## src/rtl/kbdmus_loader_pkg.sv

```systemverilog
// Shared definitions for the keyboard/mouse byte-stream loader: command codes,
// FSM state encoding and frame geometry.
package kbdmus_loader_pkg;

  localparam int unsigned BYTE_W    = 8;
  localparam int unsigned KBD_BYTES = 5;
  localparam int unsigned KBD_W     = KBD_BYTES * BYTE_W;
  localparam int unsigned CNT_W     = 3;

  localparam logic [BYTE_W-1:0] CMD_KBD_DEF    = 8'h10;
  localparam logic [BYTE_W-1:0] CMD_MUSX_DEF   = 8'h20;
  localparam logic [BYTE_W-1:0] CMD_MUSY_DEF   = 8'h21;
  localparam logic [BYTE_W-1:0] CMD_MUSBTN_DEF = 8'h22;
  localparam logic [BYTE_W-1:0] CMD_KJ_DEF     = 8'h23;

  typedef enum logic [2:0] {
    ST_IDLE    = 3'd0,
    ST_CMD     = 3'd1,
    ST_KBD     = 3'd2,
    ST_SINGLE  = 3'd3,
    ST_DISCARD = 3'd4
  } state_e;

  // Destination of a single-byte frame, latched from the command byte.
  typedef enum logic [1:0] {
    TGT_MUSX   = 2'd0,
    TGT_MUSY   = 2'd1,
    TGT_MUSBTN = 2'd2,
    TGT_KJ     = 2'd3
  } target_e;

endpackage

```

## src/rtl/kbdmus_loader_if.sv

```systemverilog
// Byte-stream input and holding-register load outputs of the loader.
interface kbdmus_loader_if;
  import kbdmus_loader_pkg::*;

  logic              spi_sel;
  logic [BYTE_W-1:0] byte_in;
  logic              byte_stb;
  logic [KBD_W-1:0]  kbd_out;
  logic              kbd_stb;
  logic [BYTE_W-1:0] mus_out;
  logic              mus_xstb;
  logic              mus_ystb;
  logic              mus_btnstb;
  logic              kj_stb;
  logic              frame_err;

  modport master (
    output spi_sel, byte_in, byte_stb,
    input  kbd_out, kbd_stb, mus_out, mus_xstb, mus_ystb, mus_btnstb, kj_stb, frame_err
  );

  modport slave (
    input  spi_sel, byte_in, byte_stb,
    output kbd_out, kbd_stb, mus_out, mus_xstb, mus_ystb, mus_btnstb, kj_stb, frame_err
  );

endinterface

```

## src/rtl/kbdmus_loader.sv

```systemverilog
// Decodes SPI frames (command byte + data bytes) into registered keyboard,
// mouse and joystick load strobes; keyboard matrix updates are all-or-nothing.
module kbdmus_loader
  import kbdmus_loader_pkg::*;
#(
  parameter logic [BYTE_W-1:0] CMD_KBD    = CMD_KBD_DEF,
  parameter logic [BYTE_W-1:0] CMD_MUSX   = CMD_MUSX_DEF,
  parameter logic [BYTE_W-1:0] CMD_MUSY   = CMD_MUSY_DEF,
  parameter logic [BYTE_W-1:0] CMD_MUSBTN = CMD_MUSBTN_DEF,
  parameter logic [BYTE_W-1:0] CMD_KJ     = CMD_KJ_DEF
) (
  input  logic            fclk,
  input  logic            rst,
  kbdmus_loader_if.slave  bus
);

  state_e            state_q,      state_d;
  target_e           tgt_q,        tgt_d;
  logic [CNT_W-1:0]  cnt_q,        cnt_d;
  logic [KBD_W-1:0]  shift_q,      shift_d;
  logic [KBD_W-1:0]  kbd_out_q,    kbd_out_d;
  logic [BYTE_W-1:0] mus_out_q,    mus_out_d;
  logic              kbd_stb_q,    kbd_stb_d;
  logic              mus_xstb_q,   mus_xstb_d;
  logic              mus_ystb_q,   mus_ystb_d;
  logic              mus_btnstb_q, mus_btnstb_d;
  logic              kj_stb_q,     kj_stb_d;
  logic              frame_err_q,  frame_err_d;

  logic              byte_ok;
  logic [KBD_W-1:0]  shift_next;

  assign byte_ok    = bus.spi_sel & bus.byte_stb;
  assign shift_next = {shift_q[KBD_W-BYTE_W-1:0], bus.byte_in};

  // Next-state, datapath and strobe generation; strobes default low so each lasts one cycle.
  always_comb begin
    state_d      = state_q;
    tgt_d        = tgt_q;
    cnt_d        = cnt_q;
    shift_d      = shift_q;
    kbd_out_d    = kbd_out_q;
    mus_out_d    = mus_out_q;
    kbd_stb_d    = 1'b0;
    mus_xstb_d   = 1'b0;
    mus_ystb_d   = 1'b0;
    mus_btnstb_d = 1'b0;
    kj_stb_d     = 1'b0;
    frame_err_d  = 1'b0;

    if (!bus.spi_sel) begin
      state_d = ST_IDLE;
      cnt_d   = '0;
      shift_d = '0;
      // A command was accepted but its data never completed.
      if (state_q == ST_KBD || state_q == ST_SINGLE) frame_err_d = 1'b1;
    end else begin
      unique case (state_q)
        ST_IDLE: state_d = ST_CMD;

        ST_CMD: begin
          if (byte_ok) begin
            if (bus.byte_in == CMD_KBD) begin
              state_d = ST_KBD;
              cnt_d   = '0;
            end else if (bus.byte_in == CMD_MUSX) begin
              state_d = ST_SINGLE;
              tgt_d   = TGT_MUSX;
            end else if (bus.byte_in == CMD_MUSY) begin
              state_d = ST_SINGLE;
              tgt_d   = TGT_MUSY;
            end else if (bus.byte_in == CMD_MUSBTN) begin
              state_d = ST_SINGLE;
              tgt_d   = TGT_MUSBTN;
            end else if (bus.byte_in == CMD_KJ) begin
              state_d = ST_SINGLE;
              tgt_d   = TGT_KJ;
            end else begin
              state_d     = ST_DISCARD;
              frame_err_d = 1'b1;
            end
          end
        end

        ST_KBD: begin
          if (byte_ok) begin
            shift_d = shift_next;
            if (cnt_q == CNT_W'(KBD_BYTES - 1)) begin
              kbd_out_d = shift_next;
              kbd_stb_d = 1'b1;
              cnt_d     = '0;
              state_d   = ST_DISCARD;
            end else begin
              cnt_d = cnt_q + CNT_W'(1);
            end
          end
        end

        ST_SINGLE: begin
          if (byte_ok) begin
            mus_out_d = bus.byte_in;
            state_d   = ST_DISCARD;
            unique case (tgt_q)
              TGT_MUSX:   mus_xstb_d   = 1'b1;
              TGT_MUSY:   mus_ystb_d   = 1'b1;
              TGT_MUSBTN: mus_btnstb_d = 1'b1;
              TGT_KJ:     kj_stb_d     = 1'b1;
              default:    mus_xstb_d   = 1'b0;
            endcase
          end
        end

        ST_DISCARD: state_d = ST_DISCARD;

        default: state_d = ST_IDLE;
      endcase
    end
  end

  always_ff @(posedge fclk) begin
    if (rst) begin
      state_q      <= ST_IDLE;
      tgt_q        <= TGT_MUSX;
      cnt_q        <= '0;
      shift_q      <= '0;
      kbd_out_q    <= '0;
      mus_out_q    <= '0;
      kbd_stb_q    <= 1'b0;
      mus_xstb_q   <= 1'b0;
      mus_ystb_q   <= 1'b0;
      mus_btnstb_q <= 1'b0;
      kj_stb_q     <= 1'b0;
      frame_err_q  <= 1'b0;
    end else begin
      state_q      <= state_d;
      tgt_q        <= tgt_d;
      cnt_q        <= cnt_d;
      shift_q      <= shift_d;
      kbd_out_q    <= kbd_out_d;
      mus_out_q    <= mus_out_d;
      kbd_stb_q    <= kbd_stb_d;
      mus_xstb_q   <= mus_xstb_d;
      mus_ystb_q   <= mus_ystb_d;
      mus_btnstb_q <= mus_btnstb_d;
      kj_stb_q     <= kj_stb_d;
      frame_err_q  <= frame_err_d;
    end
  end

  assign bus.kbd_out    = kbd_out_q;
  assign bus.kbd_stb    = kbd_stb_q;
  assign bus.mus_out    = mus_out_q;
  assign bus.mus_xstb   = mus_xstb_q;
  assign bus.mus_ystb   = mus_ystb_q;
  assign bus.mus_btnstb = mus_btnstb_q;
  assign bus.kj_stb     = kj_stb_q;
  assign bus.frame_err  = frame_err_q;

endmodule

```

## src/flat_wrapper.sv

```systemverilog
// flat-port wrapper written by rule: the top's interface ports become plain ports
module kbdmus_loader_flat import kbdmus_loader_pkg::*;
#(
  parameter logic [BYTE_W-1:0] CMD_KBD    = CMD_KBD_DEF,
  parameter logic [BYTE_W-1:0] CMD_MUSX   = CMD_MUSX_DEF,
  parameter logic [BYTE_W-1:0] CMD_MUSY   = CMD_MUSY_DEF,
  parameter logic [BYTE_W-1:0] CMD_MUSBTN = CMD_MUSBTN_DEF,
  parameter logic [BYTE_W-1:0] CMD_KJ     = CMD_KJ_DEF
)
  (fclk, rst, bus_spi_sel, bus_byte_in, bus_byte_stb, bus_kbd_out, bus_kbd_stb, bus_mus_out, bus_mus_xstb, bus_mus_ystb, bus_mus_btnstb, bus_kj_stb, bus_frame_err);
  kbdmus_loader_if bus_i ();
  input  logic fclk;
  input  logic rst;
  input wire logic [$bits(bus_i.spi_sel)-1:0] bus_spi_sel;
  input wire logic [$bits(bus_i.byte_in)-1:0] bus_byte_in;
  input wire logic [$bits(bus_i.byte_stb)-1:0] bus_byte_stb;
  output wire logic [$bits(bus_i.kbd_out)-1:0] bus_kbd_out;
  output wire logic [$bits(bus_i.kbd_stb)-1:0] bus_kbd_stb;
  output wire logic [$bits(bus_i.mus_out)-1:0] bus_mus_out;
  output wire logic [$bits(bus_i.mus_xstb)-1:0] bus_mus_xstb;
  output wire logic [$bits(bus_i.mus_ystb)-1:0] bus_mus_ystb;
  output wire logic [$bits(bus_i.mus_btnstb)-1:0] bus_mus_btnstb;
  output wire logic [$bits(bus_i.kj_stb)-1:0] bus_kj_stb;
  output wire logic [$bits(bus_i.frame_err)-1:0] bus_frame_err;
  assign bus_i.spi_sel = bus_spi_sel;
  assign bus_i.byte_in = bus_byte_in;
  assign bus_i.byte_stb = bus_byte_stb;
  assign bus_kbd_out = bus_i.kbd_out;
  assign bus_kbd_stb = bus_i.kbd_stb;
  assign bus_mus_out = bus_i.mus_out;
  assign bus_mus_xstb = bus_i.mus_xstb;
  assign bus_mus_ystb = bus_i.mus_ystb;
  assign bus_mus_btnstb = bus_i.mus_btnstb;
  assign bus_kj_stb = bus_i.kj_stb;
  assign bus_frame_err = bus_i.frame_err;
  kbdmus_loader #(.CMD_KBD(CMD_KBD), .CMD_MUSX(CMD_MUSX), .CMD_MUSY(CMD_MUSY), .CMD_MUSBTN(CMD_MUSBTN), .CMD_KJ(CMD_KJ)) u_core (.fclk(fclk), .rst(rst), .bus(bus_i));
endmodule
```

## config.mk

```make
export PLATFORM = sky130hd
export DESIGN_NAME = kbdmus_loader_flat
export DESIGN_NICKNAME = d
export VERILOG_FILES = /design/src/rtl/kbdmus_loader_pkg.sv /design/src/rtl/kbdmus_loader_if.sv /design/src/rtl/kbdmus_loader.sv /design/src/flat_wrapper.sv
export SDC_FILE = /design/constraint.sdc
export NUM_CORES = 1
export LEC_CHECK = 0
export CAP_MARGIN = 30
export CORE_ASPECT_RATIO = 0.9
export CORE_MARGIN = 5
export CORE_UTILIZATION = 45
export DETAILED_ROUTE_END_ITERATION = 10
export MAX_ROUTING_LAYER = met4
export PLACE_DENSITY = 0.73
export SETUP_SLACK_MARGIN = 0.3
export SLEW_MARGIN = 15
export SYNTH_ARGS = -nofsm -noshare
export SYNTH_HDL_FRONTEND = slang
export SYNTH_SLANG_ARGS = --single-unit
```

## constraint.sdc

```tcl
create_clock -name fclk -period 1.4 [get_ports fclk]
set_input_delay 0.28 -clock fclk [delete_from_list [all_inputs] [get_ports fclk]]
set_output_delay 0.28 -clock fclk [all_outputs]
set_load 0.02 [all_outputs]
```

==> metrics.md <==
| Metric | Value |
|---|---|
| Status | `complete, but fails checks` |
| Failing checks | `setup timing` |
| CP Data Required Time | `about 1.7 ns` |
| Max Fclk | `~570 MHz` |
| Design Area, Final | `~0.0063 sq mm` |
| Cells after Synth | `419` |
| Share of layout cells above drive strength 1 | `65.4%` |
| Final ANT Viol Nets | `0` |
| Final setup TNS | `-18.15 ns` |
| Worst Setup SP | `u_core.state_q[1]` |
| Slew HR | `a little under three quarters` |
| Int Power | `~3800 uW` |
| Count of final setup violators | `89` |
| Worst path arrival time | `slightly above 2 ns` |
| Layout Nets | `572` |
| Slowest stage delay, CP | `~0.38 ns` |
| Num rows | `30` |
| Dpl hpwl | `approximately 5800 um` |
| Grt ovf | `0` |
| Stages on worst setup path | `8` |
| Switching pwr | `around 1200 uW` |
| Element type at the critical path end | `flop` |
| Fillers | `346` |
| Initial DRC count | `347` |
| WS Path Type | `flop to flop` |
| Leak pwr | `between 0.002 and 0.0025 uW` |
| Number of synthesized register bits | `94` |
| Clock Power Share | `between 40% and 50%` |
| CP Launch Type | `flop` |
| Syn_area_per_cell | `between 8 and 9 sq um` |
| Number of port buffers | `between 60 and 70` |
| Register share of total power | `53.4%` |
| R2r startpoint | `u_core.state_q[1]` |
| GRT Overall Usage | `around a quarter` |
| Synth Warn # | `0` |
| Register area share after synthesis | `a little over half` |
| First-pass GRT wire length | `approximately 19000 um` |
| Util after Layout | `83.8%` |
| Clock-pin transition on the worst setup and hold timing paths | `approximately 0.10 ns` |
| Net Count, Synth | `433` |
| FF+latch area | `around 0.0020 sq mm` |
| Worst-Margin Slew | `between 0.4 and 0.5 ns` |
| Io pins | `66` |
| Antenna diode count | `0` |
| DR vias | `3913` |
| Slew Viols, Final | `0` |
| Area of the multi-input gates | `about 0.0022 sq mm` |
| VDD IR max | `767 uV` |
| Crit path top cell by count | `buf_6` |
| Tcrit/Tclk final | `125%` |
| Initial antenna violation count | `0` |
| Cell area after synthesis | `approximately 0.0035 sq mm` |
| Die H | `between 90 and 100 um` |
| Worst Hold Depth | `4` |
| Largest net degree at the start of global routing | `42` |
| Layout area overhead | `82.1%` |
| RePlAce Congestion | `between 0.8 and 0.9` |
| Switching share of power | `between 20% and 30%` |
| CTS H-tree lvls | `3` |
| Worst hold path class | `input pin to flop` |
| CTS sink cnt | `94` |
| R2R Path End | `u_core.bus.kbd_out[22]` |
| Routed WL | `~15000 um` |
| First drt pass iteration count | `5` |
| Logic pwr share | `~5.0%` |
| Crit path to | `u_core.bus.kbd_out[22]` |
| Full die area | `about 0.0095 sq mm` |
| Worst setup margin | `-0.355 ns` |
| RSZ-0062 raised after global routing | `yes` |
| Remaining DRCs | `0` |
| Hold_sp | `bus_byte_in[3]` |
| Worst-Skew Late Latency | `approximately 0.39 ns` |
| Vias in the first global route | `about 3700` |
| Buf/Inv on CP | `4` |
| CTS buffer count | `9` |
| Setup Skew | `about 0.014 ns` |
| Core box area | `0.00751 sq mm` |
| CP delay by family, top | `buffers and inverters` |
| Worst-path cell chain | `nand3_4, buf_6, buf_6, nor4_4, buf_4, clkbuf_16, nand2_1, a21oi_1` |
| Crit path max fanout | `9` |
| Vias per cell | `~6` |
| Max cap viols | `0` |
| Clk buf depth | `2` |
| Routed WL per cell | `roughly 23 um` |
| R2r worst-path depth | `8` |
| FF-to-FF setup slack | `-0.35 ns` |
| CTS tree | `built` |
| Crit-path slowest cell | `dfxtp_2` |
| Final Critical Period | `around 1.8 ns` |
| PwrDens | `approximately 800 mW/mm^2` |
| Fin. Hold Viols | `0` |
| Initial core utilization | `a little under half` |
| Root buffer cell | `clkbuf_8` |
| Die Width | `102 um` |
| Yosys cell types | `35` |
| DP Area | `0.00450 sq mm` |
[what timing repair did]
item | CTS | global route
hold buffers | 0 | 0
pin swaps | 38 | 35
cloned | 10 | 2
resized for setup | 511 | 105
buffers inserted | 20 | 19
setup endpoints to repair | 148 | 148
[tightest hold or removal path, delay by kind of cell]
kind	cells	cell delay, ns
buffers and inverters	2	0.26
AND/OR/NAND/NOR	1	0.06
AO/OA/AOI/OAI	1	0.06
[worst min path at each step]
stage	slack, ns	endpoint
detailed placement	0.44	u_core.bus.kbd_out[32]
CTS	0.36	u_core.state_q[0]
global route	0.30	u_core.shift_q[6]
global placement	0.44	u_core.bus.kbd_out[0]
floorplan	0.42	u_core.bus.kbd_out[1]
finish	0.31	u_core.bus.kbd_out[3]
[synth_stat cells]
library cell | n | area [sq um]
a211oi_1 | 2 | 15.0
a21oi_1 | 78 | 390
a41oi_1 | 1 | 8.76
and2_1 | 1 | 6.26
and3_1 | 2 | 12.5
and4b_1 | 1 | 10.0
buf_1 | 2 | 7.51
buf_2 | 12 | 60.1
buf_6 | 4 | 45.0
clkbuf_1 | 11 | 41.3
dfxtp_1 | 94 | 1880
ha_1 | 2 | 25.0
inv_1 | 4 | 15.0
mux2i_1 | 10 | 100
nand2_1 | 149 | 559
nand2b_1 | 3 | 18.8
nand3_1 | 3 | 15.0
nand3_2 | 1 | 10.0
nand4_1 | 3 | 18.8
nand4b_1 | 1 | 8.76
nor2_1 | 15 | 56.3
nor2_2 | 1 | 6.26
nor2b_1 | 3 | 18.8
nor3_1 | 1 | 5.00
nor3_2 | 1 | 10.0
nor3b_1 | 3 | 22.5
nor4_1 | 1 | 6.26
nor4_2 | 2 | 25.0
nor4b_1 | 1 | 8.76
o21ai_0 | 1 | 5.00
o21ai_1 | 1 | 5.00
o22ai_1 | 1 | 6.26
o311ai_0 | 1 | 8.76
or3_1 | 1 | 6.26
or4_1 | 2 | 15.0
[power by group through the flow]
| stage | sequential [uW] | clock, uW | combinational (uW) |
|---|---|---|---|
| finish | 2680 | 2080 | 253 |
| global route | 2680 | 2190 | 261 |
| CTS | 2670 | 2020 | 215 |
| detailed placement | 2740 | 0 | 191 |
| global placement | 2740 | 0 | 189 |
| floorplan | 2740 | 0 | 74.3 |
[through the flow]
| step | std cells | hold slack, ns | power, uW | setup slack (ns) |
|---|---|---|---|---|
| after floorplan | 419 | 0.416 | 2810 | -0.0718 |
| after global placement | 592 | 0.439 | 2930 | -0.526 |
| after detailed placement | 592 | 0.444 | 2930 | -0.543 |
| after CTS | 638 | 0.358 | 4900 | -0.148 |
| after global routing | 659 | 0.300 | 5120 | -0.375 |
| final | 659 | 0.309 | 5010 | -0.355 |
[state kept, by name (all words and copies together), names as in the netlist, 2 cells and up]
name                count
u_core.cnt_q            3
u_core.bus.mus_out      8
u_core.state_q          3
u_core.bus.kbd_out     40
u_core.tgt_q            2
u_core.shift_q         32
[final cells by class]
type | count | share of cell area (%)
Multi-Input combinational cell | 292 | 34.6
Tap cell | 96 | 1.91
Sequential cell | 94 | 31.1
Clock inverter | 7 | 1.51
Timing Repair Buffer | 157 | 28.7
Inverter | 4 | 0.239
Clock buffer | 9 | 1.97
[logic make-up after synthesis]
group	count (synthesis)	share of synthesized area [%]
AOI/OAI and AO/OA	85	12.7
buffers and inverters	33	4.89
and+or+nand+nor	195	24.3
adders and majority gates	2	0.724
DFF	94	54.5
muxes	10	2.90
[cell usage in the layout, fill, tap and decap left out, types with 3 or more instances in the layout]
master          n
nor2_1         15
buf_16         10
dfxtp_2        57
nand2_4        45
nand2_1        89
buf_4          51
buf_6          74
dlygate4sd2_1   6
a21oi_1        21
mux2i_1        10
clkbuf_2        3
a21oi_2        56
clkbuf_8        9
nand2_2        15
dfxtp_1        36
buf_12          9
nand4_1         3
[per-layer routing]
layer | up-vias | share of wire, % | global-route usage [%]
met4 | 0 | 4.6 | 11.3
li1 | 1669 | - | -
met5 | - | 0 | -
met2 | 276 | 48 | 41.2
met1 | 1896 | 37 | 29.9
met3 | 72 | 9.6 | 8.43
Note: power is estimated with default switching activity, not from simulation.
